**src/rtl/instr_loader_pkg.sv**
```systemverilog
// Shared constants and FSM encoding for the serial instruction loader.
package instr_loader_pkg;

  localparam int unsigned WORD_W_DEF = 9;
  localparam int unsigned BIT_CNT_W  = 4;

  typedef enum logic [1:0] {
    IDLE   = 2'd0,
    SHIFT  = 2'd1,
    PARITY = 2'd2
  } state_t;

endpackage

```
**src/rtl/instr_fifo.sv**
```systemverilog
// Synchronous FIFO for assembled instruction words; full/empty come from count only.
module instr_fifo #(
  parameter int unsigned WORD_W = 9,
  parameter int unsigned DEPTH  = 4
) (
  input  logic                       CLK,
  input  logic                       RESET_N,
  input  logic                       SCLR,
  input  logic                       push,
  input  logic                       pop,
  input  logic [WORD_W-1:0]          din,
  output logic [WORD_W-1:0]          dout,
  output logic [$clog2(DEPTH+1)-1:0] count
);

  localparam int unsigned AW = $clog2(DEPTH);
  localparam int unsigned CW = $clog2(DEPTH+1);
  localparam logic [CW-1:0] FULL_CNT = CW'(DEPTH);

  logic [WORD_W-1:0] mem [DEPTH];
  logic [AW-1:0]     wr_ptr;
  logic [AW-1:0]     rd_ptr;
  logic              wr_ok;
  logic              rd_ok;

  // A push into a full FIFO is still taken when the head leaves on the same edge.
  assign rd_ok = pop && (count != '0);
  assign wr_ok = push && ((count != FULL_CNT) || rd_ok);
  assign dout  = mem[rd_ptr];

  always_ff @(posedge CLK or negedge RESET_N) begin
    if (!RESET_N) begin
      wr_ptr <= '0;
      rd_ptr <= '0;
      count  <= '0;
    end else if (SCLR) begin
      wr_ptr <= '0;
      rd_ptr <= '0;
      count  <= '0;
    end else begin
      if (wr_ok) wr_ptr <= wr_ptr + AW'(1);
      if (rd_ok) rd_ptr <= rd_ptr + AW'(1);
      if (wr_ok && !rd_ok)      count <= count + CW'(1);
      else if (!wr_ok && rd_ok) count <= count - CW'(1);
    end
  end

  always_ff @(posedge CLK) begin
    if (wr_ok && !SCLR) mem[wr_ptr] <= din;
  end

endmodule

```
**src/rtl/instr_loader.sv**
```systemverilog
// Serial-to-parallel instruction loader feeding the accumulator core via a small FIFO.
// Build option: define INSTR_LOADER_PARITY_EN for an even-parity bit after each word.
module instr_loader
  import instr_loader_pkg::*;
#(
  parameter int unsigned WORD_W = WORD_W_DEF,
  parameter int unsigned DEPTH  = 4
) (
  input  logic                       CLK,
  input  logic                       RESET_N,
  input  logic                       SDATA,
  input  logic                       SVALID,
  input  logic                       SCLR,
  input  logic                       OUT_READY,
  output logic [WORD_W-1:0]          INSTRUCTION,
  output logic                       WRITE_EN,
  output logic [$clog2(DEPTH+1)-1:0] FIFO_COUNT,
  output logic                       OVERFLOW,
  output logic                       PARITY_ERR
);

  localparam int unsigned CW = $clog2(DEPTH+1);
  localparam logic [CW-1:0]        FULL_CNT = CW'(DEPTH);
  localparam logic [BIT_CNT_W-1:0] LAST_BIT = BIT_CNT_W'(WORD_W - 1);
`ifdef INSTR_LOADER_PARITY_EN
  localparam int unsigned SH_W = WORD_W;
`else
  localparam int unsigned SH_W = WORD_W - 1;
`endif

  state_t                state, state_n;
  logic [BIT_CNT_W-1:0]  bit_cnt, cnt_n;
  logic [SH_W-1:0]       shift, shift_n;
  logic [WORD_W-1:0]     word_in;
  logic [WORD_W-1:0]     fifo_din;
  logic [WORD_W-1:0]     fifo_dout;
  logic                  push;
  logic                  pop;
  logic                  full;
`ifdef INSTR_LOADER_PARITY_EN
  logic                  parity_bad;
`endif

  assign word_in = {shift[WORD_W-2:0], SDATA};
  assign pop     = OUT_READY && (FIFO_COUNT != '0);
  assign full    = (FIFO_COUNT == FULL_CNT);

  always_comb begin
    state_n = state;
    cnt_n   = bit_cnt;
    shift_n = shift;
    push    = 1'b0;
`ifdef INSTR_LOADER_PARITY_EN
    parity_bad = 1'b0;
`endif
    if (SVALID) begin
      case (state)
        IDLE: begin
          shift_n    = '0;
          shift_n[0] = SDATA;
          cnt_n      = BIT_CNT_W'(1);
          state_n    = SHIFT;
        end
        SHIFT: begin
          shift_n = word_in[SH_W-1:0];
          if (bit_cnt == LAST_BIT) begin
`ifdef INSTR_LOADER_PARITY_EN
            cnt_n   = bit_cnt + BIT_CNT_W'(1);
            state_n = PARITY;
`else
            push    = 1'b1;
            cnt_n   = '0;
            state_n = IDLE;
`endif
          end else begin
            cnt_n = bit_cnt + BIT_CNT_W'(1);
          end
        end
`ifdef INSTR_LOADER_PARITY_EN
        PARITY: begin
          cnt_n   = '0;
          state_n = IDLE;
          if (^{shift, SDATA}) parity_bad = 1'b1;
          else                 push       = 1'b1;
        end
`endif
        default: begin
          cnt_n   = '0;
          state_n = IDLE;
        end
      endcase
    end
  end

`ifdef INSTR_LOADER_PARITY_EN
  assign fifo_din = shift;
`else
  assign fifo_din = word_in;
`endif

  always_ff @(posedge CLK or negedge RESET_N) begin
    if (!RESET_N) begin
      state   <= IDLE;
      bit_cnt <= '0;
      shift   <= '0;
    end else if (SCLR) begin
      state   <= IDLE;
      bit_cnt <= '0;
      shift   <= '0;
    end else begin
      state   <= state_n;
      bit_cnt <= cnt_n;
      shift   <= shift_n;
    end
  end

  instr_fifo #(
    .WORD_W (WORD_W),
    .DEPTH  (DEPTH)
  ) u_fifo (
    .CLK     (CLK),
    .RESET_N (RESET_N),
    .SCLR    (SCLR),
    .push    (push),
    .pop     (pop),
    .din     (fifo_din),
    .dout    (fifo_dout),
    .count   (FIFO_COUNT)
  );

  always_ff @(posedge CLK or negedge RESET_N) begin
    if (!RESET_N) begin
      INSTRUCTION <= '0;
      WRITE_EN    <= 1'b0;
      OVERFLOW    <= 1'b0;
    end else if (SCLR) begin
      INSTRUCTION <= '0;
      WRITE_EN    <= 1'b0;
      OVERFLOW    <= 1'b0;
    end else begin
      WRITE_EN <= pop;
      if (pop) INSTRUCTION <= fifo_dout;
      if (push && full && !pop) OVERFLOW <= 1'b1;
    end
  end

`ifdef INSTR_LOADER_PARITY_EN
  always_ff @(posedge CLK or negedge RESET_N) begin
    if (!RESET_N)        PARITY_ERR <= 1'b0;
    else if (SCLR)       PARITY_ERR <= 1'b0;
    else if (parity_bad) PARITY_ERR <= 1'b1;
  end
`else
  assign PARITY_ERR = 1'b0;
`endif

endmodule

```
**config.mk**
```make
export PLATFORM = sky130hd
export DESIGN_NAME = instr_loader
export DESIGN_NICKNAME = d
export VERILOG_FILES = /design/src/rtl/instr_loader_pkg.sv /design/src/rtl/instr_fifo.sv /design/src/rtl/instr_loader.sv
export SDC_FILE = /design/constraint.sdc
export NUM_CORES = 1
export LEC_CHECK = 0
export ABC_AREA = 0
export CAP_MARGIN = 20
export CORE_MARGIN = 5
export CORE_UTILIZATION = 55
export CTS_BUF_LIST = sky130_fd_sc_hd__clkbuf_4
export DETAILED_ROUTE_END_ITERATION = 6
export PLACE_DENSITY = 0.8
export SYNTH_ARGS = -nofsm -noshare
export SYNTH_HDL_FRONTEND = slang
export SYNTH_HIERARCHICAL = 1
export SYNTH_SLANG_ARGS = --single-unit
```
**constraint.sdc**
```tcl
create_clock -name CLK -period 3.1 [get_ports CLK]
set_clock_uncertainty 0.1 [all_clocks]
set_input_delay 0.62 -clock CLK [delete_from_list [all_inputs] [get_ports CLK]]
set_output_delay 0.62 -clock CLK [all_outputs]
set_load 0.05 [all_outputs]
```
* Word level (Yosys, flattened, before mapping)
Memories as Yosys holds them, arrays and structs flattened.
Index checks and enable logic that the tools add are counted.
** Word-level totals
- Flip-flop bits (word level) :: 32
- Latch bits :: 0
- Memory bits (writable) :: 36
- Memory bits (read-only) :: 0
- Input bits :: 6
- Word-level logic and storage cells :: 72
- Memories :: 1
** Memory list
- u_fifo.mem :: depth 4, bits a word 9, rd ports 1, clocked after Yosys merged registers in 0, wr ports 1, RTL line instr_fifo.sv:20 : logic [WORD_W-1:0] mem [DEPTH];
** Cells by class
- $add $sub $neg :: 5
- $mul :: 0
- Divide/modulo/power cells :: 0
- Magnitude comparators :: 0
- Equal/unequal tests :: 5
- Shift-type cells :: 0
- Multiplexer cells :: 28
- Bitwise gates (word level) :: 0
- Reduce and logical (&&, ||, !) cells :: 24
** Operators by type and width (number)
- $mux 9 :: 2
- $mux 8 :: 2
- $pmux 8 s2 :: 1
- $mux 2 :: 7
- $mux 4 :: 3
- $reduce_bool 2->1 :: 5
- $mux 3 :: 3
- $reduce_bool 3->1 :: 3
- $logic_and 1x1->1 :: 8
- $mux 1 :: 8
- $pmux 4 s2 :: 1
- $ne 3x3->1 const B :: 2
- $add 2x1->2 const B :: 2
- $add 4x1->4 const B :: 1
- $eq 4x4->1 const B :: 1
- $logic_not 1->1 :: 4
- $pmux 2 s2 :: 1
- $reduce_and 2->1 :: 2
- $add 3x1->3 const B :: 1
- $eq 3x3->1 const B :: 1
- $sub 3x1->3 const B :: 1
- $eq 2x1->1 const B :: 1
- $logic_not 2->1 :: 1
- $logic_or 1x1->1 :: 1

* Logic depth before layout (Yosys ltp)
- Depth after elaboration :: 10
- Gate-level depth with buffers :: 10

* Cells and area by module
Netlist, hierarchy kept.
** Modules (own cells, without submodules)
- instr_fifo :: instances 1, cells an instance 107, area each 1849.3 um^2
- instr_loader :: instances 1, cells an instance 95, area each 1053.5 um^2

* Worst setup path before layout
Ideal clock, no wire load.
- Kind :: flip-flop to flip-flop
- Start :: register u_fifo.count[0]
- End :: memory u_fifo.mem[2][1], enable pin
- Setup time :: 0.389 ns
- Data arrival time :: 2.134 ns
- Data required time :: 2.611 ns
- Path slack :: 0.477 ns
- Cell stages (with the launch flop) :: 5
- Path buffers :: 1
- Period minus slack after synthesis :: 2.623 ns
- Path through :: dfrtp_1 -> o31a_1 -> buf_2 -> o21ai_0 -> nor3b_1
** Between the ends
- Longest elaborated chain between the ends :: 8
- Elaborated cells between the ends (all ways) :: 9
** Ends and longest elaborated chain
- from (decl) :: RTL line instr_fifo.sv:13 : output logic [$clog2(DEPTH+1)-1:0] count
- from (signal assigned) :: RTL line instr_fifo.sv:43 : if (wr_ok && !rd_ok) count <= count + CW'(1);
- from (signal assigned) :: RTL line instr_fifo.sv:44 : else if (!wr_ok && rd_ok) count <= count - CW'(1);
- $reduce_bool 3->1 :: RTL line instr_loader.sv:45 : assign pop = OUT_READY && (FIFO_COUNT != '0);
- $logic_and 1x1->1 :: RTL line instr_loader.sv:45
- named net pop :: RTL line instr_loader.sv:38 : logic pop;
- $logic_and 1x1->1 :: RTL line instr_fifo.sv:27 : assign rd_ok = pop && (count != '0);
- $logic_or 1x1->1 :: RTL line instr_fifo.sv:28 : assign wr_ok = push && ((count != FULL_CNT) || rd_ok);
- $logic_and 1x1->1 :: RTL line instr_fifo.sv:28
- $logic_and 1x1->1 :: RTL line instr_fifo.sv:49 : if (wr_ok && !SCLR) mem[wr_ptr] <= din;
- $mux 1 :: RTL line instr_fifo.sv:49
- $mux 1 (not written as such) :: RTL line instr_fifo.sv:49
- to (decl) :: RTL line instr_fifo.sv:20
The timed path passes the listed nets, and every way through them passes these cells.

* Final worst setup path
- Start :: register u_fifo.count[2]
- End :: output FIFO_COUNT[2]
** RTL lines
- to (decl) :: RTL line instr_loader.sv:17 : output logic [$clog2(DEPTH+1)-1:0] FIFO_COUNT,
No word-level cell between the ends.

==> results.cfg <==
[sta]
rsz0062_at_grt = false
fmax_ghz = 0.396
report.final.slew_viol_count = 0
setup_viol = 0
fin_setup_tns_ns = 0
timing.final.crit_share_pct = 81.5
final-hold-violation-count = 0
slew_headroom_pct = 55.8
worstMarginPinSlew_ns = 0.663
min_period_ns = 2.53

[cells_and_area]
fin_util_pct = 65.4
layout.area.seq_sq_um = 1860
nFillCells = 384
area_growth_pct = 15.1
multiInputGateArea_sq_um = 955
final_cell_mix = edfxtp_1, dfrtp_1, clkdlybuf4s50_1, nor2_1, nand2b_1
final_common_cell = edfxtp_1
layout-drive-gt1-share_pct = 17.3
nets = 245
final_cell_area_sq_um = 3340
antenna_cells = 0

[clock_network]
clock_sinks = 67
htreeDepth = 3
cts_tree = yes
clock_path_buffers = 2
cts.clk_slew.worst_paths_ns = 0.11
clock-root-buffer = clkbuf_4
cts_resized = 0
cts_buffers = 9
cts_hold_repair.buffers = 0
clk_latency_ns = 0.40
postCtsSetupRepairBufs = 0

[routing]
num_vias = 1750
drtAntennaViolNets = 0
wl_per_cell_um = 17.4
avgViaCountPerCell = 5.70
first_iter_violations = 211
route.detailed.drc = 0
drt-total-wl_um = 5330
dr.pass1.iters = 4

[synthesis]
async_flop_share_pct = 46.3
syn-cell-area_sq_um = 2900
synth_edf_count = 36
synth_xor_area_share_pct = 0.905
synth-simple-area-share_pct = 11.6
synthAdderAreaFrac_pct = 3.28
synth_top_family_by_area = simple AND/OR/NAND/NOR gates
synthFlopType = edfxtp_1
syn_avg_cell_area_sq_um = 14.4
synth.ff_latch_count = 67
ys_types = 45
synthMuxAreaShare_pct = 9.31
netlist_instances = 202
yosysSeqAreaShare_pct = 64.0
syn_nets = 215
synth_compound_area_share_pct = 7.72
ys_warn_count = 6

[outcome]
status = finished, final reports clean

[die]
die_area_sq_um = 6830
initial_core_util_pct = 56.8
placement_rows = 26
io-pin-count = 21
die_w_um = 82.7
die_y_um = 82.7
fp.coreArea_sq_um = 5110

[global_route]
grt_pass1_wl_um = 8870
grt_max_degree = 32
grt_pass1_vias = 1802
grt_usage_pct = 18.2
antenna_found_initial = 0
grt_overflow = 0

[worst_setup_path]
ff2ff_path_depth = 7
startpoint_type = flip-flop
worst_setup_path_end_kind = output pin
r2r-end = u_fifo/mem[3][8]
crit_path_max_incr_delay_ns = 0.87
r2r-start = bit_cnt[0]
crit_type = reg -> out
cp.required_ns = 2.38
regToRegSetupSlack_ns = 0.67
crit_fanout = 11
critPathBufInv = 1
crit_family = buffers and inverters
path_cells = clkdlybuf4s50_1
slowest_stage = clkdlybuf4s50_1
crit_arrival_ns = 1.81

[place]
dpl.hpwl_um = 3540
place.gp.congestion = 0.828
placed_area_sq_um = 3210
io_buffers = 19

[run]
drv_cap = 0

[power]
power_leakage_nw = 1.21
vdd_ir_drop_max_mv = 0.213
power.density_nw_per_um2 = 459

[hold_path]
hold_path_depth = 1
min_from = OVERFLOW
min_to = OVERFLOW
hold_class = reg -> reg
[synth_stat cells (2+ instances only)]
| master | instances | area share (%) |
|---|---|---|
| nor3b_1 | 4 | 1.0 |
| nor2_1 | 14 | 1.8 |
| a21oi_1 | 10 | 1.7 |
| o21ai_0 | 2 | 0.34 |
| edfxtp_1 | 36 | 37 |
| clkbuf_1 | 5 | 0.65 |
| mux2i_1 | 3 | 1.0 |
| nand2b_1 | 14 | 3.0 |
| o21a_1 | 2 | 0.52 |
| nor2b_1 | 2 | 0.43 |
| a31oi_1 | 3 | 0.65 |
| nand3_1 | 9 | 1.6 |
| a22o_1 | 9 | 2.7 |
| ha_1 | 6 | 2.6 |
| mux2_2 | 2 | 0.78 |
| buf_2 | 4 | 0.69 |
| mux4_2 | 9 | 7.0 |
| or3_1 | 2 | 0.43 |
| dfrtp_1 | 31 | 27 |
| inv_1 | 6 | 0.78 |
| xor2_1 | 2 | 0.60 |
| nor3_1 | 3 | 0.52 |
| buf_4 | 2 | 0.52 |
[cells by family after synthesis]
kind of cell               after synthesis
xor gates and xnor gates                 3
adders and majority gates                7
muxes                                   15
DFF                                     67
buffers and inverters                   19
other                                    1
and+or+nand+nor                         58
AOI/OAI and AO/OA                       32
[cell type report]
type,instances,share of cell area (%)
clock inverters,6,1.69
multi-input cells,116,28.6
flip-flops and latches,67,55.6
inverters,6,0.674
clock buffers,10,2.25
well taps,70,2.62
repair buffers,32,8.61
[how the worst max path moves through the flow]
stage,depth (start not counted),slack [ns],start,endpoint
3_3_place_gp,6,0.37,SVALID,u_fifo/mem[3][0]
4_1_cts,1,0.54,u_fifo/count[2],FIFO_COUNT[2]
6_report,1,0.57,u_fifo/count[2],FIFO_COUNT[2]
3_5_place_dp,7,0.27,SVALID,u_fifo/count[1]
2_1_floorplan,4,0.48,u_fifo/count[0],u_fifo/mem[2][1]
5_1_grt,1,0.45,u_fifo/count[0],FIFO_COUNT[0]
[per-layer routing]
layer	track usage (%)	wire, um	up-vias	share of wire, %
met5	0	0	-	0
met4	7.03	70	0	1.3
met3	5.53	308	7	5.8
met2	28.7	2660	58	50
met1	23.8	2290	877	43
li1	-	-	808	-
[power breakdown]
| group | switching [W] | total, W | internal, W | leakage (nW) |
|---|---|---|---|---|
| logic | 0.0000295 | 0.0000455 | 0.0000160 | 0.417 |
| registers | 0.00000617 | 0.000942 | 0.000936 | 0.731 |
| clock network | 0.000299 | 0.000546 | 0.000247 | 0.0651 |
[per-stage QoR]
step / worst slack [ns] / total power (W) / cells / hold slack, ns
after floorplan: 0.477 / 0.000983 / 202 / 0.224
after global placement: 0.373 / 0.00101 / 291 / 0.384
after detailed placement: 0.271 / 0.00101 / 291 / 0.388
after CTS: 0.538 / 0.00155 / 307 / 0.418
after global routing: 0.454 / 0.00160 / 307 / 0.432
final: 0.574 / 0.00153 / 307 / 0.415
[sequential cells by signal, summed over array words and instances, names as in the netlist]
| register | count |
|---|---|
| INSTRUCTION | 9 |
| OVERFLOW | 1 |
| u_fifo/mem | 36 |
| u_fifo/count | 3 |
| shift | 8 |
| bit_cnt | 4 |
| u_fifo/rd_ptr | 2 |
| state | 1 |
| u_fifo/wr_ptr | 2 |
| WRITE_EN | 1 |
No activity file was read; power rests on OpenSTA's default activity.
